## config.mk

```make
export PLATFORM = sky130hd
export DESIGN_NAME = uart_tx
export DESIGN_NICKNAME = d
export VERILOG_FILES = /design/src/rtl/uart_tx.sv
export SDC_FILE = /design/constraint.sdc
export NUM_CORES = 1
export LEC_CHECK = 0
export CORE_ASPECT_RATIO = 1.1
export CORE_MARGIN = 5
export CORE_UTILIZATION = 49
export CTS_CLUSTER_SIZE = 28
export DETAILED_ROUTE_END_ITERATION = 10
export PLACE_DENSITY = 0.74
export SYNTH_ARGS = -nofsm -noshare
export SYNTH_HDL_FRONTEND = slang
export SYNTH_SLANG_ARGS = --single-unit
```

## constraint.sdc

```tcl
create_clock -name in_clk -period 1.7 [get_ports in_clk]
set_input_delay 0.34 -clock in_clk [delete_from_list [all_inputs] [get_ports in_clk]]
set_output_delay 0.34 -clock in_clk [all_outputs]
set_load 0.02 [all_outputs]
```

## src/rtl/uart_tx.sv

```systemverilog
// ---------------------------------------------------------------------------
// uart_tx -- UART serial transmitter (8 data bits, 1 stop bit, optional parity)
//
// Serialises one byte per request onto an idle-high line: start bit (0),
// eight data bits LSB first, an optional parity bit, then one stop bit (1).
// Every bit lasts CLKS_PER_BIT clock cycles.
//
// Parameters:
//   CLK_FREQ  system clock frequency in Hz
//   BAUD      line rate in bit/s
//   PARITY    0 = none, 1 = even, 2 = odd (any other value means none)
//
// Ports:
//   in_clk     system clock, rising edge
//   in_rst     asynchronous active-low reset
//   in_s_en    send request (level-sampled)
//   in_data    byte to send, sampled only in the accept cycle
//   out_tx     serial line, idle high, driven straight from a flop
//   out_s_bs   busy while a frame is on the line
//   out_s_rd   one-cycle pulse as the stop bit completes
//   dbg_state  current FSM state (IDLE=0, START=1, DATA=2, PAR=3, STOP=4)
//
// Handshake: a request is accepted on any rising edge where in_s_en=1 and the
// FSM is in IDLE (out_s_bs=0); in_data is captured on that same edge. Requests
// seen while busy are dropped, not queued. The IDLE cycle that carries the
// out_s_rd pulse is itself an accept cycle, so a held in_s_en streams frames
// with exactly one idle-high cycle after each full stop bit.
// ---------------------------------------------------------------------------
module uart_tx #(
  parameter int CLK_FREQ = 50000000,
  parameter int BAUD     = 115200,
  parameter int PARITY   = 0
) (
  input  logic       in_clk,
  input  logic       in_rst,
  input  logic       in_s_en,
  input  logic [7:0] in_data,
  output logic       out_tx,
  output logic       out_s_bs,
  output logic       out_s_rd,
  output logic [2:0] dbg_state
);

  localparam int CLKS_PER_BIT = CLK_FREQ / BAUD;
  localparam int CW           = (CLKS_PER_BIT > 2) ? $clog2(CLKS_PER_BIT) : 1;
  localparam logic [CW-1:0] BAUD_LAST = CW'(CLKS_PER_BIT - 1);

  // Illegal PARITY values behave as "none".
  localparam bit PAR_EN  = (PARITY == 1) || (PARITY == 2);
  localparam bit PAR_ODD = (PARITY == 2);

  typedef enum logic [2:0] {
    IDLE  = 3'd0,
    START = 3'd1,
    DATA  = 3'd2,
    PAR   = 3'd3,
    STOP  = 3'd4
  } state_t;

  state_t        state;
  logic [CW-1:0] baud_cnt;
  logic [2:0]    bit_cnt;
  logic [7:0]    shreg;
  logic          par_bit;

  assign dbg_state = state;

  always_ff @(posedge in_clk or negedge in_rst) begin
    if (!in_rst) begin
      state    <= IDLE;
      baud_cnt <= '0;
      bit_cnt  <= '0;
      shreg    <= '0;
      par_bit  <= 1'b0;
      out_tx   <= 1'b1;
      out_s_bs <= 1'b0;
      out_s_rd <= 1'b0;
    end else begin
      out_s_rd <= 1'b0;
      if (state == IDLE) begin
        if (in_s_en) begin
          shreg    <= in_data;
          // Parity comes from the byte as accepted, so later in_data
          // changes cannot disturb it.
          par_bit  <= (^in_data) ^ PAR_ODD;
          baud_cnt <= '0;
          bit_cnt  <= '0;
          out_tx   <= 1'b0;
          out_s_bs <= 1'b1;
          state    <= START;
        end
      end else if (baud_cnt == BAUD_LAST) begin
        // End of the current bit period: load the next bit onto the line.
        baud_cnt <= '0;
        case (state)
          START: begin
            out_tx <= shreg[0];
            shreg  <= {1'b0, shreg[7:1]};
            state  <= DATA;
          end
          DATA: begin
            if (bit_cnt == 3'd7) begin
              bit_cnt <= 3'd0;
              if (PAR_EN) begin
                out_tx <= par_bit;
                state  <= PAR;
              end else begin
                out_tx <= 1'b1;
                state  <= STOP;
              end
            end else begin
              bit_cnt <= bit_cnt + 3'd1;
              out_tx  <= shreg[0];
              shreg   <= {1'b0, shreg[7:1]};
            end
          end
          PAR: begin
            out_tx <= 1'b1;
            state  <= STOP;
          end
          STOP: begin
            out_tx   <= 1'b1;
            out_s_bs <= 1'b0;
            out_s_rd <= 1'b1;
            state    <= IDLE;
          end
          default: begin
            out_tx   <= 1'b1;
            out_s_bs <= 1'b0;
            state    <= IDLE;
          end
        endcase
      end else begin
        baud_cnt <= baud_cnt + 1'b1;
      end
    end
  end

endmodule
```

==> metrics <==
largest net degree at the start of global routing=27; EDFF count, synth=0; final net count=195; FP Rows=20; Final setup viols=0; RSZ-0062 raised after global routing=yes; clk slew on worst S/H paths=0.15 ns; Clk Latency, worst-skew pair=0.32 ns; DRT Wirelength=2860 µm; Hold WC Path Type=in2async; post-synthesis sequential area ratio=45.9%; Non-Filler Instances=212; Final HPWL DP=2050 µm; total of max-cap violations=0; die width=61.3 µm; CP max stage delay=0.42 ns; crit path time final=1.69 ns; average wire per standard cell=13.5 µm; fraction of layout cells with a size suffix above 1=25.7%; Synth area leader=dfrtp_1; Worst Setup End Kind=flip-flop; Synth Instances=141; fraction of registers with async set/reset=100%; library cells used by synthesis=35; syn_area_per_cell=10.1 µm²; Die Area=0.00408 mm²; design area=0.00183 mm²; actual slew at the worst max-slew pin=0.324 ns; Rel. slew slack=78.3%; H-tree Lvls=1; Longest Clk Path Bufs=2; Initial DRC Count=54; # diodes=0; GPL Wtd Cong=0.838; leakage power=0.895 nW; PwrDens=957 mW/mm²; I/O pin count=17; CTS tree=done; period utilisation layout=99.1%; most common library cell in the layout ignoring fill and taps=nand2_1; Worst Setup SP=baud_cnt[1]$_DFFE_PN0P_; Synth Flop Type=dfrtp_1; synthesis-stage register bit count=26; Final Util=65.8%; internal power=1.21 mW; Setup CP Type=reg2reg; post-synth top area share=44.1%; Buffers on Ports=16; most frequent cells in the layout=29 x nand2_1, 24 x dfrtp_1, 21 x buf_4; CP max stage cell=dfrtp_1; maximum vdd ir drop=0.659 mV; root buffer cell=clkbuf_4; Slew Limit Fails=0; Core Area=0.00278 mm²; clk sinks=26; first-pass GRT wire length=4780 µm; Final Hold Viols=0; r2r worst-path depth=7; Switching Fraction=30.7%; P_sw=0.536 mW; Vias/cell=5.47; dpl ws=-0.0607 ns; antenna-violating nets left=0; via count=1160; outcome=complete, no violations; Critical Path AT=1.90 ns; fmax=593 MHz; reg-to-reg startpoint=baud_cnt[1]$_DFFE_PN0P_; Post-Syn Area=0.00142 mm²; fin worst setup slack=0.0145 ns; Syn. warnings=0; Clock power frac=15.6%; CP cell instances=inv_2 > ha_4 > nand4b_4 > buf_6 > o21ai_4 > o211ai_4 > mux2_4; total grt overflow=0; Area Growth Syn to Fin=28.6%; type of origin of the critical path=flip-flop; GR Util All Layers=15.1%; CTS Hold Buffers Added=0; Synth Net Count=156; TritonCTS Buffers=3; Cells after DPL=204; Initial Utilization=51.1%; Combinational Power Share=35.3%; vias in the first global route=1143; Worst R2R End=shreg[5]$_DFFE_PN0P_; FF-to-FF setup slack=0.01 ns; chip height=66.5 µm; DRC violations left=0; Fin Setup TNS=0 ns; dpl cell area=0.00174 mm²; TritonRoute pass-1 iters=4; Seq pwr share=49.2%; CP Data Required Time=1.91 ns; initial antenna violation count=0; top post-synthesis cells by area=dfrtp_1 44%, nand2_1 7.7%, mux2_2 5.6%, a22o_1 4.9%, o21ai_0 3.9%; Worst setup endpoint=shreg[5]$_DFFE_PN0P_; Crit Path Max Fanout=8; Clock Skews=0.0155 ns
## critical path, delay by kind of cell, from the launching register on
kind | cells | cell delay [ns]
flops | 1 | 0.42
compound gates | 2 | 0.38
fa+ha+maj | 1 | 0.13
buf+inv | 2 | 0.22
mux | 1 | 0.32
simple gates | 1 | 0.10
## layer usage
| metal | vias to the layer above | GRT usage, % | part of all wire (%) |
|---|---|---|---|
| li1 | 571 | - | - |
| met4 | 0 | 5.04 | 1.1 |
| met1 | 560 | 19.6 | 44 |
| met3 | 5 | 2.33 | 4.8 |
| met2 | 24 | 25.3 | 50 |
| met5 | - | 0 | 0 |
## state kept, by name, summed over array words and instances, names as in the netlist
name       flops
out_s_rd       1
dbg_state      3
bit_cnt        3
baud_cnt       9
out_s_bs       1
out_tx         1
shreg          8
## cell type report
class	instances	area (µm²)
Timing Repair Buffer	40	343
Inverter	3	11.3
Sequential cell	26	653
Clock buffer	4	26.3
Fill cell	219	951
Tap cell	33	41.3
Multi-Input combinational cell	106	752
## cells in the mapped netlist (2+ instances only)
cell type,number
and3_1,6
nand2b_1,4
clkbuf_1,2
a22o_1,8
o21ai_0,11
a21o_1,4
dfrtp_1,25
nor3_1,5
nor2_1,7
nor3b_1,4
nand2_1,29
buf_6,2
ha_1,4
mux2_2,7
inv_1,3
## stage by stage
step                hold slack [ns]  total power [mW]
global placement              0.473              1.37
CTS                           0.364              1.67
floorplan                    0.0444              1.19
finish                        0.356              1.75
detailed placement            0.483              1.40
global route                  0.375              1.89
## worst min path at each step
stage	slack, ns	end	depth (start not counted)
floorplan	0.04	baud_cnt[0]$_DFFE_PN0P_	0
global placement	0.47	out_s_rd$_DFF_PN0_	1
detailed placement	0.48	out_s_rd$_DFF_PN0_	1
CTS	0.36	out_s_rd$_DFF_PN0_	2
global route	0.37	out_s_rd$_DFF_PN0_	2
finish	0.36	shreg[1]$_DFFE_PN0P_	2
## logic make-up after synthesis
group	Yosys count	share of synthesized area, %
compound gates	32	17.4
xor+xnor	1	0.617
fa+ha+maj	4	3.52
buf+inv	9	3.79
flops	26	45.9
mux	8	6.26
simple gates	61	22.5
## timing repair
item,in CTS,in global routing
endpoints found under the setup margin,6,16
pin swaps,0,3
resized for setup,5,9
gates cloned,0,1
setup buffers,0,3
## power by group through the flow
stage / registers, mW / logic [mW] / clock network, mW
after floorplan: 0.862 / 0.332 / 0
after global placement: 0.853 / 0.513 / 0
after detailed placement: 0.859 / 0.542 / 0
after CTS: 0.846 / 0.544 / 0.283
after global routing: 0.882 / 0.696 / 0.311
final: 0.860 / 0.617 / 0.272
No activity file was read; power rests on OpenSTA's default activity.
==> variant 1, RTL diff (same settings) <==
Change the parameter `CLK_FREQ` from 50000000 to 25000000.
--- a/src/rtl/uart_tx.sv
+++ b/src/rtl/uart_tx.sv
@@ -28,5 +28,5 @@
 // ---------------------------------------------------------------------------
 module uart_tx #(
-  parameter int CLK_FREQ = 50000000,
+  parameter int CLK_FREQ = 25000000,
   parameter int BAUD     = 115200,
   parameter int PARITY   = 0
Formal check against the unedited RTL: no difference found for any inputs over 10 cycles, from zero or initial values and one cycle with in_rst low; that may be too few to reach the edited logic, so the function may still have changed.
==> variant 1 against the original RTL <==
- the flow now finishes with violations (negative setup slack)
- maximum frequency shrank 0.96%
- sequential cell count shrank 1
- worst setup slack lost 0.016 ns
- non-clock buffer count shrank 8
- wire length grew 1.0%
- final area shrank 4.2%
- area after synthesis shrank 4.8%
Power is not compared: it rests on default switching activity, and its combinational part moved more than twofold at a synthesized area within 25%.
==> variant 1: results (changes against the original RTL) <==
- Run status: complete, but fails checks
- Failing checks: negative setup slack
- Mux cell area share after synthesis: 8.796% (+2.5 points)
- Post-layout nets: 186 (-4.6%)
- Total power after layout: 0.9096 mW
- Post-Synth XOR/XNOR Area: 0% (-0.62 points)
- Clk pin slew, worst setup/hold paths: 0.14 ns
- Total wire length after detailed routing: 2.885 mm (+1.0%)
- DR iter-0 viols: 33 (-39%)
- Largest regs: baud_cnt: 8 flops, shreg: 8 flops
- Post-CTS setup buffer count: 1 (+1)
- Clock tree buffer depth: 2 (unchanged)
- Quantity of gates resized following cts: 13 (+8)
- Overall fraction of global-route tracks in use: 16.52% (+1.4 points)
- Largest cells by area after synthesis: sky130_fd_sc_hd__dfrtp_1 44%, sky130_fd_sc_hd__nand2_1 9.2%, sky130_fd_sc_hd__mux2_2 5.8%, sky130_fd_sc_hd__ha_1 3.7%, sky130_fd_sc_hd__mux2i_1 3.0%
- Clock insertion delay at the later pin of the skew report: 0.33 ns
- Clock skew: 0.003544 ns (-0.01194 ns)
- Pin count of the biggest net entering global routing: 26 (-3.7%)
- R2R Path Start: dbg_state[0]
- Data arrival at the endpoint of the critical path: 1.93 ns (+0.03 ns)
- Post-Syn Nets: 153 (-1.9%)
- Antenna violations before repair: 0 (unchanged)
- LEAKAGE: 0.8621 nW
- Buffer type at the clock tree root: sky130_fd_sc_hd__clkbuf_4
- Number of distinct standard cells referenced by the synthesized netlist: 36 (+2.9%)
- Final cell count without fillers: 203 (-4.2%)
- Commonest cells post-synth: 33 x sky130_fd_sc_hd__nand2_1, 24 x sky130_fd_sc_hd__dfrtp_1, 10 x sky130_fd_sc_hd__nor2_1, 8 x sky130_fd_sc_hd__o21ai_0
- Wire length of the first global-routing pass: 4.961 mm (+3.8%)
- Post-detailed-placement half-perimeter wirelength: 2.010 mm (-1.9%)
- Gp weighted congestion: 0.7772 (-7.3%)
- Synthesized netlist cell count: 138 (-2.1%)
- Fin Setup TNS: -0.001809 ns (-0.001809 ns)
- Logic pwr share: 4.4%
- Compound-Gate Fraction of Synth Area: 15.00% (-2.4 points)
- Adder-cell share of the synthesized area: 3.704% (+0.18 points)
- Final antenna diode count: 0 (unchanged)
- Number of levels the H-tree was split into: 1 (unchanged)
- Relative max-transition margin: 78.79% (+0.50 points)
- Proportion of register bits with asynchronous set or reset after synthesis: 100.0% (unchanged)
- # setup viols final: 1 (+1)
- Highest ir drop seen on vdd: 0.0005491 V
- Clock Power Share: 30.2%
- Number of buffers inserted during clock tree synthesis: 3 (unchanged)
- Setup slack at placement: -0.06071 ns (-0.00005960 ns)
- Total via count after detailed routing: 1097 (-5.4%)
- Highest fanout seen on the critical path: 11 (+3)
- Internal power: 0.7104 mW
- Type of the tightest min-delay check: in2async
- Fraction of final layout cells sized beyond drive strength 1: 26.47% (+0.77 points)
- Part of the Yosys area used for sequential elements: 46.39% (+0.49 points)
- Dominant register cell in the synthesized netlist: sky130_fd_sc_hd__dfrtp_1
- Final setup slack of the worst path: -0.001809 ns (-0.01631 ns)
- Area post-placement: 1607 µm² (-7.4%)
## variant 1: changes by cell type in the layout (fill, tap and decap cells not counted), sizes merged, moves of 4 or more
| cell | before | now |
|---|---|---|
| buf | 24 | 16 |
| a22o | 8 | 1 |
| a21oi | 0 | 6 |
| and3 | 6 | 2 |
| inv | 3 | 7 |
| nand2 | 29 | 33 |
| nor3b | 4 | 0 |
## variant 1: critical path, stage by stage (launching register included)
cell and delay, ns:
sky130_fd_sc_hd__dfrtp_2 0.49, sky130_fd_sc_hd__or3_4 0.43, sky130_fd_sc_hd__o21ai_4 0.11, sky130_fd_sc_hd__o211ai_4 0.11, sky130_fd_sc_hd__buf_12 0.15, sky130_fd_sc_hd__mux2_4 0.30
## variant 1: through the flow
stage	utilization [%]	hold slack, ns
floorplan	-	0.04441
global placement	59.44	0.4864
detailed placement	59.44	0.4936
CTS	62.22	0.3768
global route	64.72	0.3684
finish	64.72	0.3539
## variant 1: cell type report
type | count | area [µm²]
fillers | 216 | 953.4
inverters | 7 | 26.28
multi-input cells | 102 | 732.0
clock buffers | 4 | 26.28
well taps | 33 | 41.29
repair buffers | 32 | 294.0
flip-flops and latches | 25 | 629.4
## variant 1: routing by layer
metal	up-vias	routed length, µm	share of wire (%)	track usage (%)
met1	535	1294	45	21.96
met5	-	0	0	0
met4	0	67	2.3	8.587
met2	18	1432	50	25.81
li1	538	-	-	-
met3	6	91	3.2	1.992
## variant 1: worst paths after layout
check                          endpoint  slack [ns]  cells past startpoint
max                            shreg[5]      -0.002                      5
min                        dbg_state[1]        0.35                      2
max reg2reg                    shreg[5]      -0.002                      5
min reg2reg                    shreg[4]        0.53                      1
max in group asynchronous        out_tx        1.06                      2
min in group in_clk            shreg[4]        0.53                      1
==> variant 2, RTL diff (same settings) <==
Without the edit above. Make the reset (`in_rst`) synchronous in one clocked block. Comments in the files are not updated.
--- a/src/rtl/uart_tx.sv
+++ b/src/rtl/uart_tx.sv
@@ -66,5 +66,5 @@
   assign dbg_state = state;
 
-  always_ff @(posedge in_clk or negedge in_rst) begin
+  always_ff @(posedge in_clk) begin
     if (!in_rst) begin
       state    <= IDLE;
Behaviour: differs if in_rst is asserted again (counterexample within 4 cycles, from zero or initial values and one cycle with in_rst low); with in_rst held inactive, the same outputs for 10 cycles.
==> variant 2 against the original RTL <==
- wire length increased by 16%
- synthesized cell count up 14%
- area after synthesis down 1.1%
- global-route usage increased by 2.7 points
- hold slack improved by 0.12 ns
- sequential cell count stayed put
- worst setup slack better by 0.011 ns
- final area is 0.96% lower
- highest routed layer unchanged
Power is not compared: it rests on default switching activity, and its combinational part moved more than twofold at a synthesized area within 25%.
==> variant 2: results (changes against the original RTL) <==
- Quantity of gates resized following cts: 7 (+2)
- DR iter-0 viols: 47 (-13%)
- Share of the final layout cell area in multi-input gates: 46.06% (+4.9 points)
- # placed instances: 222 (+8.8%)
- Post-synthesis area per instance: 8.727 µm² (-13%)
- Wire length of the first global-routing pass: 5.623 mm (+18%)
- Final-layout clock-cell area share: 1.245% (-0.19 points)
- Gp weighted congestion: 0.8286 (-1.1%)
- Number of non-clock inverters in the layout: 2 (-1)
- Run status: completed
- Average wire per standard cell: 14.51 µm (+7.7%)
- Vias in the first global route: 1304 (+14%)
- Layout multi-input combinational cell count: 121 (+14%)
- Post-Syn Nets: 176 (+13%)
- Vias per cell: 5.601 (+2.4%)
- Part of the Yosys area used for sequential elements: 37.04% (-8.9 points)
- Pin count of the biggest net entering global routing: 17 (-37%)
- Setup slack at placement: -0.1352 ns (-0.07453 ns)
- Largest cells by area after synthesis: sky130_fd_sc_hd__dfxtp_1 37%, sky130_fd_sc_hd__mux2i_1 8.5%, sky130_fd_sc_hd__nand3_1 6.1%, sky130_fd_sc_hd__nand2_1 5.3%, sky130_fd_sc_hd__o211a_1 5.0%
- Number of distinct standard cells referenced by the synthesized netlist: 39 (+11%)
- Total wire length after detailed routing: 3.309 mm (+16%)
- Post-detailed-placement half-perimeter wirelength: 2.470 mm (+21%)
- Relative max-transition margin: 79.99% (+1.7 points)
- Highest fanout seen on the critical path: 13 (+5)
- Proportion of register bits with asynchronous set or reset after synthesis: 0% (-100 points)
[variant 2: cell types whose count changed after synthesis, sizes merged, moves of 4 or more]
cell / change
a21o: -4
a22o: -8
and3: -6
dfrtp: -25
dfxtp: +26
mux2: -7
mux2i: +11
nand2: -9
nand3: +16
nor2: +4
o211a: +7
o21a: +4
o21ai: -5
[variant 2: worst max-delay path, cell delays in order (launching register included)]
cell and delay [ns]:
sky130_fd_sc_hd__dfxtp_1 0.35, sky130_fd_sc_hd__or4b_4 0.55, sky130_fd_sc_hd__o21ai_2 0.21, sky130_fd_sc_hd__buf_6 0.18, sky130_fd_sc_hd__nor3_1 0.06, sky130_fd_sc_hd__a211o_1 0.22
[variant 2: where the power goes]
group | internal, mW | switching (mW) | total (mW)
registers | 0.642 | 0.0222 | 0.665
clock network | 0.0829 | 0.185 | 0.268
logic | 0.129 | 0.123 | 0.252
[variant 2: kinds of logic after synthesis]
| kind of cell | Yosys count | share of synthesized area (%) |
|---|---|---|
| AO/OA/AOI/OAI | 32 | 18.26 |
| adder cells (fa/ha/maj) | 4 | 3.562 |
| buffers and inverters | 14 | 4.987 |
| flip-flops | 26 | 37.04 |
| multiplexers | 12 | 8.549 |
| AND/OR/NAND/NOR | 73 | 27.61 |
[variant 2: worst paths after layout]
path	endpoint	slack (ns)	depth (start not counted)
max	baud_cnt[8]	0.03	5
min	shreg[7]	0.48	2
max reg2reg	baud_cnt[8]	0.03	5
min reg2reg	shreg[7]	0.48	2
[variant 2: routing by layer]
layer  share of wire (%)  GRT usage [%]  up-vias
li1                    -              -      654
met1                  44          21.89      599
met2                  52          31.35       22
met3                 3.2          2.344        2
met4                0.57          5.420        0
met5                   0              0        -
